$ cat config.mk
export PLATFORM = sky130hd
export DESIGN_NAME = mem_arbiter
export DESIGN_NICKNAME = d
export VERILOG_FILES = /design/src/rtl/mem_arbiter.sv
export SDC_FILE = /design/constraint.sdc
export NUM_CORES = 1
export LEC_CHECK = 0
export ABC_AREA = 1
export CORE_MARGIN = 5
export CORE_UTILIZATION = 45
export DETAILED_ROUTE_END_ITERATION = 10
export GPL_ROUTABILITY_DRIVEN = 0
export PLACE_DENSITY = 0.81
export SLEW_MARGIN = 5
export SYNTH_ARGS = -nofsm -noshare
export SYNTH_HDL_FRONTEND = slang
export SYNTH_SLANG_ARGS = --single-unit
$ cat constraint.sdc
create_clock -name clk -period 2.3 [get_ports clk]
set_input_delay 0.46 -clock clk [delete_from_list [all_inputs] [get_ports clk]]
set_output_delay 0.46 -clock clk [all_outputs]
set_load 0.01 [all_outputs]
$ cat src/rtl/mem_arbiter.sv
// Arbitrates the instruction-fetch and data ports onto one shared single-ported memory.
// Data has priority; a streak limit forces an instruction grant, and a bounded ack wait flags err.
module mem_arbiter #(
  parameter int unsigned MAX_D_STREAK = 4,
  parameter int unsigned ACK_TIMEOUT  = 255
) (
  input  logic        clk,
  input  logic        reset,
  // instruction port
  input  logic        i_req,
  input  logic [31:0] i_addr,
  output logic [31:0] i_rdata,
  output logic        i_ready,
  // data port
  input  logic        d_req,
  input  logic        d_rd_wr,
  input  logic [31:0] d_addr,
  input  logic [31:0] d_wdata,
  output logic [31:0] d_rdata,
  output logic        d_ready,
  // memory port
  output logic        m_req,
  output logic        m_rd_wr,
  output logic [31:0] m_addr,
  output logic [31:0] m_wdata,
  input  logic [31:0] m_rdata,
  input  logic        m_ack,
  // status
  output logic        busy,
  output logic        err,
  output logic [1:0]  dbg_state_o,
  output logic [3:0]  dbg_d_streak_o
);

  // Handshake: a requester holds x_req (with stable address/data) until it sees the
  // one-cycle x_ready pulse; m_req stays high with stable m_* until m_ack or timeout.
  typedef enum logic [1:0] {
    IDLE    = 2'd0,
    GRANT_I = 2'd1,
    GRANT_D = 2'd2
  } state_t;

  localparam logic [3:0]  STREAK_MAX = 4'(MAX_D_STREAK);
  localparam logic [15:0] TMO_LIMIT  = 16'(ACK_TIMEOUT);
  localparam logic [31:0] TMO_DATA   = 32'hDEAD_BEEF;

  state_t      state_q, state_d;
  logic        m_req_q, m_req_d;
  logic        m_rd_wr_q, m_rd_wr_d;
  logic [31:0] m_addr_q, m_addr_d;
  logic [31:0] m_wdata_q, m_wdata_d;
  logic [31:0] i_rdata_q, i_rdata_d;
  logic [31:0] d_rdata_q, d_rdata_d;
  logic        i_ready_q, i_ready_d;
  logic        d_ready_q, d_ready_d;
  logic        err_q, err_d;
  logic [3:0]  streak_q, streak_d;
  logic [15:0] tcnt_q, tcnt_d;

  logic        i_pend, d_pend;
  logic [15:0] tcnt_inc;
  logic        timeout_hit;

  // A port completing this cycle must not win the arbitration at the same edge.
  assign i_pend      = i_req & ~i_ready_q;
  assign d_pend      = d_req & ~d_ready_q;
  assign tcnt_inc    = tcnt_q + 16'd1;
  assign timeout_hit = (TMO_LIMIT != 16'd0) && (tcnt_inc == TMO_LIMIT);

  always_comb begin
    state_d   = state_q;
    m_req_d   = m_req_q;
    m_rd_wr_d = m_rd_wr_q;
    m_addr_d  = m_addr_q;
    m_wdata_d = m_wdata_q;
    i_rdata_d = i_rdata_q;
    d_rdata_d = d_rdata_q;
    i_ready_d = 1'b0;
    d_ready_d = 1'b0;
    err_d     = err_q;
    streak_d  = streak_q;
    tcnt_d    = tcnt_q;
    case (state_q)
      IDLE: begin
        if (i_pend && (!d_pend || streak_q == STREAK_MAX)) begin
          state_d   = GRANT_I;
          m_req_d   = 1'b1;
          m_rd_wr_d = 1'b1;
          m_addr_d  = i_addr;
          streak_d  = 4'd0;
          tcnt_d    = 16'd0;
        end else if (d_pend) begin
          state_d   = GRANT_D;
          m_req_d   = 1'b1;
          m_rd_wr_d = d_rd_wr;
          m_addr_d  = d_addr;
          m_wdata_d = d_wdata;
          tcnt_d    = 16'd0;
          if (i_pend && streak_q < STREAK_MAX) streak_d = streak_q + 4'd1;
        end
      end
      GRANT_I, GRANT_D: begin
        if (m_ack || timeout_hit) begin
          state_d = IDLE;
          m_req_d = 1'b0;
          if (!m_ack) err_d = 1'b1;
          if (state_q == GRANT_I) begin
            i_ready_d = 1'b1;
            i_rdata_d = m_ack ? m_rdata : TMO_DATA;
          end else begin
            d_ready_d = 1'b1;
            if (m_rd_wr_q) d_rdata_d = m_ack ? m_rdata : TMO_DATA;
          end
        end else begin
          tcnt_d = tcnt_inc;
        end
      end
      default: begin
        state_d = IDLE;
        m_req_d = 1'b0;
      end
    endcase
  end

  always_ff @(posedge clk or negedge reset) begin
    if (!reset) begin
      state_q   <= IDLE;
      m_req_q   <= 1'b0;
      m_rd_wr_q <= 1'b1;
      m_addr_q  <= 32'd0;
      m_wdata_q <= 32'd0;
      i_rdata_q <= 32'd0;
      d_rdata_q <= 32'd0;
      i_ready_q <= 1'b0;
      d_ready_q <= 1'b0;
      err_q     <= 1'b0;
      streak_q  <= 4'd0;
      tcnt_q    <= 16'd0;
    end else begin
      state_q   <= state_d;
      m_req_q   <= m_req_d;
      m_rd_wr_q <= m_rd_wr_d;
      m_addr_q  <= m_addr_d;
      m_wdata_q <= m_wdata_d;
      i_rdata_q <= i_rdata_d;
      d_rdata_q <= d_rdata_d;
      i_ready_q <= i_ready_d;
      d_ready_q <= d_ready_d;
      err_q     <= err_d;
      streak_q  <= streak_d;
      tcnt_q    <= tcnt_d;
    end
  end

  assign m_req          = m_req_q;
  assign m_rd_wr        = m_rd_wr_q;
  assign m_addr         = m_addr_q;
  assign m_wdata        = m_wdata_q;
  assign i_rdata        = i_rdata_q;
  assign d_rdata        = d_rdata_q;
  assign i_ready        = i_ready_q;
  assign d_ready        = d_ready_q;
  assign err            = err_q;
  assign busy           = (state_q != IDLE);
  assign dbg_state_o    = state_q;
  assign dbg_d_streak_o = streak_q;

endmodule

* After elaboration in Yosys (flattened, before gate mapping)
Cells that the tools add are included. W data, S select, Z words.
Cells by class: reductions and logical operators 19, $lt $le $gt $ge 1, $add $sub $neg 2, eq/ne operators 7, muxes and demuxes 26, bitwise gates (word level) 7
Operators by type and width (count):
- $mux W32 | 3
- $mux W16 | 3
- $pmux W16 S2 | 1
- $add A16 B1 Y16 const B | 1
- $eq A16 B8 Y1 const B | 1
- $reduce_and A3 Y1 | 5
- $mux W4 | 3
- $mux W1 | 11
- $reduce_bool A2 Y1 | 4
- $mux W2 | 3
- $not A1 Y1 | 5
- $add A4 B1 Y4 const B | 1
- $eq A4 B3 Y1 const B | 1
- $lt A4 B3 Y1 const B | 1
- $ne A2 B2 Y1 const B | 2
- $pmux W2 S2 | 1
- $reduce_and A2 Y1 | 2
- $reduce_and A4 Y1 | 1
- $ne A3 B3 Y1 const B | 1
- $and A1 B1 Y1 | 2
- $eq A2 B1 Y1 const B | 1
- $eq A2 B2 Y1 const B | 1
- $logic_and A1 B1 Y1 | 2
- $logic_not A2 Y1 | 1
- 4 further kinds | 5
Word-level totals: output and inout port bits 140, word-level logic and storage cells 74, register bits 155, input bits 134

* Logic depth before layout (Yosys ltp)
Gate-level depths: netlist of the first run.
word-level depth 7, mapped depth 17, mapped depth without buffers 16

* Worst setup path before layout of the first run
No wires, ideal clock.
path kind register to register, start point register state_q[0], in the netlist dbg_state_o[0], end point register tcnt_q[10], library setup time 0.066 ns, data required time 2.234 ns, period minus slack after synthesis 2.093 ns, data arrival time 2.027 ns, slack 0.207 ns, cell stages (with the launch flop) 9, buffers on the path 2, path through dfrtp_1 inv_1 ha_1 buf_2 clkinv_1 o21ai_1 clkbuf_1 nand3_1 nand2_1
On the way: word-level cells in the longest chain between the ends 4, elaborated cells between the ends (all ways) 9, classes of those cells eq/ne (4); mux (1); reduce/logical (4)
Ends and longest elaborated chain:
- start, declared | RTL line 47 | state_t state_q, state_d;
- start signal, assigned | RTL line 140 | state_q <= state_d;
- $eq A2 B1 Y1 / $eq A2 B2 Y1 (equally long branches) | RTL line 83 | case (state_q)
- $reduce_or A2 Y1 | RTL line 83
- $ne A2 B2 Y1 (no line) / $reduce_bool A2 Y1 (equally long branches)
- $reduce_and A3 Y1 (no line)
- end signal, assigned | RTL line 151 | tcnt_q <= tcnt_d;
- end, declared | RTL line 58 | logic [15:0] tcnt_q, tcnt_d;
Several ways; a longest one is shown, not always the timed one. A chain may end at the register's enable or synchronous reset.

* Worst setup path in the final report of the first run
start point register tcnt_q[1], end point register i_rdata_q[19], in the netlist i_rdata[19]
On the way: word-level cells in the longest chain between the ends 4
Ends and longest elaborated chain:
- $add A16 B1 Y16 | RTL line 67 | assign tcnt_inc = tcnt_q + 16'd1;
- $eq A16 B8 Y1 | RTL line 68 | assign timeout_hit = (TMO_LIMIT != 16'd0) && (tcnt_inc == TMO_LIMIT);
- $logic_or A1 B1 Y1 | RTL line 103 | if (m_ack || timeout_hit) begin
- $reduce_and A3 Y1 (no line)
- end signal, assigned | RTL line 145 | i_rdata_q <= i_rdata_d;
- end, declared | RTL line 52 | logic [31:0] i_rdata_q, i_rdata_d;
Every way passes these cells.

==> flow_summary.yaml, run 1 <==
run_status:
  status: "finished, final reports clean"
cells_and_area:
  final_nets: 1248
  n_antenna_cell: 0
  final_area_um2: 11130
  areaGrowthSynthToFinish_pct: 53.35
  drive_above_1_share: 0.1499
  fin_cells: 1337
drt:
  routedWlPerCell_um: 17.79
  drt_wl_total_um: 23780
  avgViaCountPerCell: 5.144
  drtIter0Drc: 464
  firstDrtPassIters: 5
  drc: 0
  antenna_left: 0
  vias: 6877
logic_synthesis:
  syn_nets: 973
  syn_avg_cell_area_um2: 8.712
  ys_seq_area_frac: 0.5347
  netlist_area_um2: 7257
  synthDistinctLibCells: 28
  syn_inst: 833
  ys_seq_elements: 155
  yosys_warnings: 0
grt:
  antenna_found_initial: 0
  grt_pass1_wl_um: 35600
  track_usage: 0.2444
  grt_pass1_vias: 6716
  grt_max_degree: 70
  grt.overflow.total: 0
sta:
  clock.fmax_mhz: 447.5
  fin_crit_sh: 0.9717
  fin_skew_ns: 0.01263
  worst_pin_slew_ns: 0.5935
  post-route-min-period_ns: 2.235
  finalHoldViolCount: 0
  slew_headroom: 0.6044
  final_max_slew_viol_count: 0
  rsz0062_at_grt: "true"
  setup_viol: 0
critical_path:
  r2r_setup_slack_ns: 0.07
  crit_path_end_kind: "flop"
  crit_path_start: "tcnt_q[1]$_DFFE_PN0P_"
  r2r.worst_path.cells: 15
  crit_required_ns: 2.61
  worst_setup_path_start_kind: "flop"
  cp.arrival_ns: 2.55
  r2r_start: "tcnt_q[1]$_DFFE_PN0P_"
  path_class: "flop to flop"
  r2r-end: "i_rdata[19]$_DFFE_PN0P_"
  cp_max_fo: 11
clocking:
  cts_root_buffer: "clkbuf_16"
  numCtsBuffers: 17
  clkLatencyLatePin_ns: 0.42
  clock-sinks: 155
  cts_hold_buf: 0
  path_clk_slew_ns: 0.07
  cts_tree: "done"
  ctsLongestPathBuffers: 2
  htreeDepth: 4
die:
  dieWidth_um: 137.0
  dieHeight_um: 137.0
  num_io_pins: 274
  core_um2: 15830
  initial_core_util: 0.4585
  die_area_um2: 18770
  rows: 46
power_and_ir_drop:
  p_per_area_nw_per_um2: 1331
  leakage_nw: 5.094
  vdd_drop_max_v: 0.0007971
min_path:
  hold_class: "primary input to asynchronous set/reset pin"
place:
  placed_area_um2: 10300
  dp.cells: 1298
  io_buffer_count: 273
  hpwlAfterDp_um: 16790
flow_run:
  maxCapViolCount: 0
## state kept, by name (all words and copies together), names as in the netlist, 2 cells and up
name / flops
d_rdata: 32
dbg_d_streak_o: 4
dbg_state_o: 2
i_rdata: 32
m_addr: 32
m_wdata: 32
tcnt_q: 16
## critical path, stage by stage, from the launching register on
cell,delay (ns)
dfrtp_1,0.42
buf_6,0.13
nand2_2,0.06
nor2_4,0.20
nand3b_1,0.14
nand2_1,0.10
nand2_1,0.06
nor2_2,0.11
nand2_2,0.08
nor2_2,0.11
nand2_2,0.08
nand2_4,0.15
nand3_4,0.15
clkbuf_16,0.21
nand2_1,0.06
nand2_1,0.05
## per-stage QoR
step	hold slack, ns	setup slack, ns	utilization	power (mW)	TNS, ns
after CTS	0.02482	0.006871	0.6892	14.79	0
after detailed placement	0.4583	0.07582	0.6506	11.83	0
after global routing	0.04112	-0.05440	0.7031	15.72	-1.190
final	0.009632	0.06516	0.7031	14.81	0
after floorplan	0.1644	0.2066	-	7.912	0
after global placement	0.4528	0.1393	0.6506	11.64	0
## placed cells by master, fill, tap and decap left out, drive strengths merged, types with 6 or more instances in the layout
| cell | netlist | routed |
|---|---|---|
| clkdlybuf4s50 | 0 | 271 |
| dfrtp | 154 | 154 |
| nor2 | 67 | 67 |
| clkbuf | 30 | 19 |
| buf | 21 | 33 |
| clkinv | 2 | 6 |
| o21ai | 72 | 72 |
| a21oi | 9 | 9 |
| nand4 | 68 | 68 |
| mux2 | 32 | 32 |
| nand2 | 258 | 258 |
| nand3 | 37 | 37 |
| inv | 45 | 53 |
| ha | 6 | 6 |
| or2 | 24 | 24 |
## Yosys cell counts (all sizes together)
library cell / instances / area share
clkinv: 2 / 0.0010
o21bai: 2 / 0.0021
dfstp: 1 / 0.0036
nand4: 68 / 0.059
buf: 21 / 0.021
o21ai: 72 / 0.050
or2: 24 / 0.021
nand3: 37 / 0.027
a21oi: 9 / 0.0062
nor3: 3 / 0.0021
ha: 6 / 0.010
inv: 45 / 0.023
xor2: 1 / 0.0012
nand3b: 1 / 0.0010
clkbuf: 30 / 0.016
mux2: 32 / 0.050
nand2: 258 / 0.14
nor2: 67 / 0.038
dfrtp: 154 / 0.53
## layer usage
layer | global-route usage | share of wire | up-vias | wire length, um
li1 | - | - | 3290 | -
met1 | 0.2990 | 0.39 | 3275 | 9340
met2 | 0.4123 | 0.50 | 282 | 11840
met3 | 0.07610 | 0.090 | 30 | 2133
met4 | 0.07816 | 0.019 | 0 | 463
met5 | 0 | 0 | - | 0
## how the worst max path moves through the flow
| stage | cells past startpoint | end | slack (ns) |
|---|---|---|---|
| after global routing | 15 | i_rdata[9]$_DFFE_PN0P_ | -0.05 |
| after detailed placement | 14 | i_rdata[0]$_DFFE_PN0P_ | 0.08 |
| final | 15 | i_rdata[19]$_DFFE_PN0P_ | 0.07 |
| after CTS | 4 | busy | 0.007 |
| after floorplan | 8 | tcnt_q[10]$_DFFE_PN0P_ | 0.21 |
| after global placement | 9 | m_wdata[21]$_DFFE_PN0P_ | 0.14 |
## power by group
part | switching, mW | leakage [nW] | internal (mW)
registers | 0.679 | 1.93 | 3.94
clock network | 1.25 | 0.295 | 1.64
logic | 3.79 | 2.87 | 3.51
total | 5.72 | 5.09 | 9.09
## what timing repair did
action,in CTS,in global routing
gates resized for setup,0,36
pin swaps,0,11
buffers inserted,1,4
endpoints found under the setup margin,1,85
cloned,0,2
## cell type report
cell class / instances / area, um2
inverter: 47 / 176.4
multi-input combinational: 580 / 3054
timing repair buffer: 307 / 3142
tap: 216 / 270.3
clock inverter: 15 / 178.9
fill: 1221 / 4700
sequential: 155 / 3881
clock buffer: 17 / 425.4
## cell families after synthesis
family / share of synthesized area
AOI/OAI and AO/OA: 0.05793
xor gates and xnor gates: 0.001207
adders and majority gates: 0.01034
buffers and inverters: 0.06086
DFF: 0.5347
muxes: 0.04966
and+or+nand+nor: 0.2853
No activity file was read; power rests on OpenSTA's default activity.
==> inputs of run 2 (changes only) <==
CTS_CLUSTER_SIZE = 20   (was default)
==> results of run 2 <==
The final DEF is identical to that of run 1; final timing and power are the same.
